$ cat config.mk
export PLATFORM = sky130hd
export DESIGN_NAME = l1c_refill_arbiter
export DESIGN_NICKNAME = d
export VERILOG_FILES = /design/src/rtl/l1c_refill_arbiter.sv
export SDC_FILE = /design/constraint.sdc
export NUM_CORES = 1
export LEC_CHECK = 0
export CAP_MARGIN = 10
export CORE_MARGIN = 2
export CORE_UTILIZATION = 33
export CTS_BUF_LIST = sky130_fd_sc_hd__clkbuf_4 sky130_fd_sc_hd__clkbuf_8 sky130_fd_sc_hd__clkbuf_16
export DETAILED_ROUTE_END_ITERATION = 8
export PLACE_DENSITY = 0.82
export REMOVE_ABC_BUFFERS = 1
export SYNTH_ARGS = -nofsm -noshare
export SYNTH_HDL_FRONTEND = slang
export SYNTH_SLANG_ARGS = --single-unit
$ cat constraint.sdc
create_clock -name clk -period 1.8 [get_ports clk]
set_input_delay 0.36 -clock clk [delete_from_list [all_inputs] [get_ports clk]]
set_output_delay 0.36 -clock clk [all_outputs]
set_load 0.1 [all_outputs]
$ cat src/rtl/l1c_refill_arbiter.sv
// Round-robin arbiter sharing one burst-read port between the L1 I-cache (req 0) and D-cache (req 1) refills.
// Optional watchdog abort is compiled in with `define REFILL_TIMEOUT_EN.
module l1c_refill_arbiter #(
    parameter int ADDR_W  = 32,
    parameter int DATA_W  = 32,
    parameter int BEATS   = 4,
    parameter int TIMEOUT = 255
) (
    input  logic              clk,
    input  logic              rstn,
    input  logic [1:0]        req_i,
    input  logic [ADDR_W-1:0] addr0_i,
    input  logic [ADDR_W-1:0] addr1_i,
    output logic [DATA_W-1:0] rdata_o,
    output logic [1:0]        rvalid_o,
    output logic              rlast_o,
    output logic [1:0]        wait_o,
    output logic [1:0]        gnt_o,
    output logic [1:0]        err_o,
    output logic              arvalid_o,
    output logic [ADDR_W-1:0] araddr_o,
    output logic [3:0]        arlen_o,
    input  logic              arready_i,
    input  logic              rvalid_i,
    input  logic [DATA_W-1:0] rdata_i,
    input  logic              rlast_i,
    output logic              rready_o
);

    localparam logic [1:0] S_IDLE = 2'd0;
    localparam logic [1:0] S_ADDR = 2'd1;
    localparam logic [1:0] S_DATA = 2'd2;

    localparam int OFF_W = $clog2(BEATS * DATA_W / 8);
    localparam int CNT_W = (BEATS > 1) ? $clog2(BEATS) : 1;
    localparam logic [CNT_W-1:0]  LAST_CNT   = CNT_W'(BEATS - 1);
    localparam logic [ADDR_W-1:0] ALIGN_MASK = {ADDR_W{1'b1}} << OFF_W;
    localparam logic [3:0]        BURST_LEN  = 4'(BEATS - 1);

    logic [1:0]        state;
    logic [1:0]        gnt_q;
    logic              rr;
    logic [CNT_W-1:0]  cnt;
    logic              dropped;
    logic [ADDR_W-1:0] araddr_q;
    logic [3:0]        arlen_q;

    logic              g;
    logic              in_data;
    logic              beat;
    logic              final_beat;
    logic              win;
    logic [ADDR_W-1:0] win_addr;
    logic              timeout;
    logic              done;
    logic [1:0]        done_mask;

    assign g          = gnt_q[1];
    assign in_data    = (state == S_DATA);
    assign beat       = in_data & rvalid_i;
    assign final_beat = beat & ((cnt == LAST_CNT) | rlast_i);
    assign win        = req_i[rr] ? rr : ~rr;
    assign win_addr   = win ? addr1_i : addr0_i;

`ifdef REFILL_TIMEOUT_EN
    logic [7:0] wdog;

    // Watchdog restarts whenever the port shows life; it saturates rather than wrapping.
    always_ff @(posedge clk or negedge rstn) begin
        if (!rstn) begin
            wdog <= '0;
        end else if (state == S_IDLE || beat) begin
            wdog <= '0;
        end else if (wdog != 8'hFF) begin
            wdog <= wdog + 8'd1;
        end
    end

    assign timeout = (state != S_IDLE) && !beat && (wdog == 8'(TIMEOUT));
    assign err_o   = timeout ? gnt_q : 2'b00;
`else
    logic [31:0] unused_timeout;
    assign unused_timeout = TIMEOUT;
    assign timeout        = 1'b0;
    assign err_o          = 2'b00;
`endif

    assign done      = final_beat | timeout;
    assign done_mask = done ? gnt_q : 2'b00;

    // Beats are always drained once the burst has started; delivery is masked if the owner gave up.
    assign rvalid_o  = (beat && req_i[g] && !dropped) ? gnt_q : 2'b00;
    assign rdata_o   = beat ? rdata_i : '0;
    assign rlast_o   = beat & rlast_i;
    assign rready_o  = in_data;
    assign arvalid_o = (state == S_ADDR);
    assign wait_o    = req_i & ~done_mask;
    assign gnt_o     = gnt_q;
    assign araddr_o  = araddr_q;
    assign arlen_o   = arlen_q;

    // NOTE: state registers use non-blocking assignments so every flop samples pre-edge values.
    always_ff @(posedge clk or negedge rstn) begin
        if (!rstn) begin
            state    <= S_IDLE;
            gnt_q    <= 2'b00;
            rr       <= 1'b0;
            cnt      <= '0;
            dropped  <= 1'b0;
            araddr_q <= '0;
            arlen_q  <= '0;
        end else begin
            case (state)
                S_IDLE: begin
                    dropped <= 1'b0;
                    if (|req_i) begin
                        gnt_q    <= win ? 2'b10 : 2'b01;
                        araddr_q <= win_addr & ALIGN_MASK;
                        arlen_q  <= BURST_LEN;
                        state    <= S_ADDR;
                    end
                end
                S_ADDR: begin
                    if (!req_i[g]) dropped <= 1'b1;
                    if (timeout) begin
                        state <= S_IDLE;
                        gnt_q <= 2'b00;
                        rr    <= ~g;
                    end else if (arready_i) begin
                        state <= S_DATA;
                        cnt   <= '0;
                        rr    <= ~g;
                    end
                end
                S_DATA: begin
                    if (!req_i[g]) dropped <= 1'b1;
                    if (done) begin
                        state <= S_IDLE;
                        gnt_q <= 2'b00;
                    end else if (beat) begin
                        cnt <= cnt + 1'b1;
                    end
                end
                default: begin
                    state <= S_IDLE;
                    gnt_q <= 2'b00;
                end
            endcase
        end
    end

endmodule

After elaboration in Yosys (flattened, before gate mapping)
Cells that the tools add are included.

Input bits: 103. Register bits after elaboration: 37. Logic and storage cells: 64.

$add $sub $neg: 1. Equality and inequality tests: 9. Bitwise logic cells: 9. Mux-type cells: 22. Magnitude comparators: 2. Reductions and logical operators: 14.

Operator list (number): $mux W32 (2); $mux W2 (10); $pmux W2 S3 (2); $mux W1 (6); $ne A2 B1 Y1 const B (3); $ne A2 B2 Y1 const B (3); $reduce_and A2 Y1 (3); $reduce_and A3 Y1 (2); $eq A2 B2 Y1 const B (2); $lt A1 B2 Y1 const B (2); $pmux W2 S2 (1); $reduce_and A4 Y1 (1); $reduce_bool A2 Y1 (2); $reduce_or A2 Y1 (2); $and A1 B1 Y1 (3); $not A1 Y1 (3); $add A2 B1 Y2 const B (1); $and A2 B2 Y2 (1); $eq A2 B1 Y1 const B (1); $logic_and A1 B1 Y1 (2); $logic_not A2 Y1 (1); $not A2 Y2 (1); $pmux W1 S2 (1); $logic_not A1 Y1 (1); $or A1 B1 Y1 (1).

Longest topological paths before layout
Gate-level depths: netlist of run 1.

Depth after elaboration: 6. Mapped depth: 7. Mapped depth without buffers: 6.

Worst setup path before layout of run 1
Ideal clock, no wire load.

Kind: register -> output. Start: register state[0]. End: output port rvalid_o[0]. Arrival: 4628 ps. Path slack: -3188 ps. Path buffers: 0. Required time: 1440 ps. Cell stages (with the launch flop): 5. Path through: dfrtp_1 inv_1 ha_1 nand2_2 nor4b_1.

Cells in the longest elaborated chain, start to end: 5.

RTL lines: start, declared (RTL line 40) `logic [1:0] state;`; start signal, assigned (RTL line 105) `state <= S_IDLE;`; start signal, assigned (RTL line 120) `state <= S_ADDR;`; start signal, assigned (RTL line 126) `state <= S_IDLE;`; $eq A2 B2 Y1 (RTL line 59) `assign in_data = (state == S_DATA);`; net rready_o (RTL line 27) `output logic rready_o`; $and A1 B1 Y1 (RTL line 60) `assign beat = in_data & rvalid_i;`; $logic_and A1 B1 Y1 (2 in a row) (RTL line 92) `assign rvalid_o = (beat && req_i[g] && !dropped) ? gnt_q : 2'b00;`; $mux W2 (RTL line 92); end, declared (RTL line 15) `output logic [1:0] rvalid_o,`.

The timed path passes the listed nets, and every way through them passes these cells.

Worst setup path after layout of run 1
Start: input port req_i[1]. End: output port rvalid_o[1].

Cells in the longest elaborated chain, start to end: 5.

RTL lines: start, declared (RTL line 11) `input logic [1:0] req_i,`; $mux W1 (implied by the code) (2 in a row) (RTL line 92); $logic_and A1 B1 Y1 (2 in a row) (RTL line 92); $mux W2 (RTL line 92).

No other way between the ends. The select of a mux whose other input is x is not followed.

==> metrics, run 1 <==
DP HPWL 5718 um; clk_skew between 4 and 5 ps; CP Launch Type primary input; DRC violations left 0; fin crit period around 2000 ps; Die Ht 85.27 um; Clock Tree Buf Depth 2; Mapped Cells 231; #FFs+latches synth 37; CTS Buf Count 5; root buffer cell clkbuf_8; nets 514; core area 6386 um2; Routed WL between 7000 and 8000 um; register area slightly above 900 um2; Area Growth Syn to Fin 129.0%; first-pass detailed-route iteration total 5; vias in the first global route 2385; RePlAce Congestion 0.7748; Final Hold Viols 0; wire per inst 15.33 um; CP required 1440 ps; origin of the worst setup path req_i[1]; post-synth cell types 35; failing checks negative setup slack; first-pass GRT wire length between 10000 and 15000 um; Worst EP arrival 1610 ps; RSZ-0062 raised after global routing true; Worst Path Max Fanout 5; DRT iter0 DRCs 102; worst path cell trace clkdlybuf4s50_1 > buf_4 > nand2_1 > nor3_1 > buf_4 > buf_12; clk sinks 37; syn avg cell area 9.435 um2; Fillers 384; Fmax achieved 0.5072 GHz; final setup TNS -2745 ps; reg2reg path depth 7; # IOs 182; die width between 80 and 90 um; Clock Latency Late Sink 290 ps; status finished with violations; Crit path largest cell delay 510 ps; initial antenna violation count 0; antenna viol nets, final 0; layout cells sized above 1 34.07%; # H-tree levels 2; largest net degree at the start of global routing 38; setup ws final -171.4 ps; WS Path Type in2out; Layout Cells excl Fill 485; r2r startpoint state[0]; area of the multi-input gates around 1300 um2; die area 7271 um2; Tcrit/Tclk final 109.5%; Critical Path End rvalid_o[1]; Worst VDD drop ~1500 uV; DP Worst Slack -169.7 ps; placed cells 475; DR vias approximately 2.3k; CP Capture Type output port; fin area 4991 um2; Worst-path clk slew around 70 ps; via/cell ratio roughly 4.8; Max-Cap Viols 0; Slew Limit Fails 0; I/O Buffers around 170; flop2flop setup slack 160 ps; initial core utilization ~34%; CTS tree yes; # setup viols final 37; Tot GR Track Use ~20%; Slowest cell on crit path clkdlybuf4s50_1; most frequent cell on the critical path buf_4; Placed Area ~4700 um2; Tot Pwr around 9.3 mW; sequential fraction of the synthesis area 42.48%; Power Density 1857 nW/um2; RR Endpoint cnt[0]; synth warn 0; row count 29; final antenna diode count 0; grt total ovfl 0; Pleak 2.235 nW; Worst Hold Class in2async; Synth Cell Area 2180 um2
-- cell usage after synthesis --
cell | count | share of area, %
a21oi_4 | 1 | 0.75
conb_1 | 1 | 0.17
a22oi_1 | 1 | 0.34
a21oi_1 | 1 | 0.23
o21bai_1 | 1 | 0.34
o21ai_1 | 28 | 6.4
and3_1 | 33 | 9.5
nor2_1 | 9 | 1.5
a21o_1 | 1 | 0.34
a31oi_1 | 1 | 0.29
dfrtp_1 | 37 | 42
o211ai_1 | 1 | 0.34
mux2i_1 | 30 | 14
nor3_4 | 1 | 0.75
a32oi_1 | 1 | 0.40
o21ai_0 | 3 | 0.69
a21oi_2 | 1 | 0.40
a22o_1 | 2 | 0.80
buf_8 | 3 | 2.1
and2b_1 | 1 | 0.34
o21ai_2 | 1 | 0.40
ha_1 | 4 | 2.3
nand2_1 | 34 | 5.9
nand2_2 | 1 | 0.29
buf_2 | 1 | 0.23
a32o_1 | 1 | 0.46
mux2_1 | 1 | 0.52
nand2b_1 | 1 | 0.29
nor3_1 | 1 | 0.23
nor4b_1 | 1 | 0.40
clkbuf_1 | 11 | 1.9
nand3b_1 | 1 | 0.34
buf_4 | 10 | 3.4
inv_1 | 4 | 0.69
a21boi_0 | 2 | 0.69
-- cell type report --
cell class	instances	share of cell area, %
flip-flops and latches	37	18.55
well taps	77	1.930
clock inverters	1	0.6017
clock buffers	7	1.805
inverters	4	0.3008
multi-input cells	172	25.32
repair buffers	187	51.49
-- power breakdown --
group          leakage (nW)  internal (mW)  switching [mW]
combinational          1.72           2.54            4.34
clock                0.0619          0.467           0.292
sequential            0.455           1.22           0.416
-- kinds of logic (layout without fill, tap and decap cells) --
logic type / count (synthesis) / after routing / synth area share [%]
compound gates: 46 / 46 / 12.92
fa+ha+maj: 4 / 4 / 2.296
buf+inv: 29 / 199 / 8.323
flops: 37 / 37 / 42.48
mux: 31 / 31 / 14.29
other cells: 1 / 8 / 0.1721
simple gates: 83 / 83 / 19.52
-- layer usage --
| metal | wire [um] | track usage (%) | vias up |
|---|---|---|---|
| met2 | 4145 | 37.50 | 112 |
| li1 | - | - | 1145 |
| met4 | 137 | 6.205 | 0 |
| met3 | 592 | 5.447 | 12 |
| met5 | 0 | 0 | - |
| met1 | 2558 | 20.81 | 1078 |
-- how the worst min path moves through the flow --
stage / startpoint / to / depth (start not counted) / slack (ps)
2_1_floorplan: rstn / araddr_o[10] / 0 / 60
3_3_place_gp: rstn / araddr_o[29] / 2 / 440
3_5_place_dp: rstn / araddr_o[20] / 2 / 450
4_1_cts: rstn / cnt[0] / 2 / 120
5_1_grt: rstn / arlen_o[0] / 2 / 140
6_report: rstn / cnt[0] / 2 / 110
-- through the flow --
step | utilization (%) | hold slack [ps]
finish | 78.15 | 113.5
global route | 78.15 | 135.2
CTS | 77.21 | 122.8
detailed placement | 73.41 | 445.1
global placement | 73.41 | 435.4
floorplan | - | 64.41
-- state kept, by name (all words and copies together) (netlist names) --
name,flops
araddr_o,28
arlen_o,1
cnt,2
dropped,1
gnt_o,2
rr,1
state,2
-- critical path: cells and delay by family --
family        cells  cell delay, ps
buf+inv           4            1010
simple gates      2             230
-- cell usage in the layout (no fill, tap or decap), types with 2 or more instances in the layout --
| master | count |
|---|---|
| o21ai_1 | 28 |
| mux2i_1 | 29 |
| o21ai_0 | 3 |
| nand2_1 | 34 |
| ha_1 | 2 |
| and3_4 | 25 |
| dfrtp_1 | 37 |
| and3_1 | 8 |
| a22o_1 | 2 |
| clkbuf_8 | 6 |
| nor2_1 | 9 |
| clkdlybuf4s50_1 | 92 |
| buf_4 | 17 |
| buf_12 | 74 |
| a21boi_2 | 2 |
| inv_1 | 3 |
| conb_1 | 8 |
-- repair_timing --
item,4_1_cts,5_1_grt
setup endpoints to repair,38,37
setup buffers,1,1
resized for setup,28,11
hold buffers,0,0
pin swaps,1,0
No activity file was read; power rests on OpenSTA's default activity.
==> run 2, diff against run 1 <==
SKIP_LAST_GASP = 1   (was default)
==> results of run 2 <==
No change in the layout: final DEF, timing and power equal those of run 1.
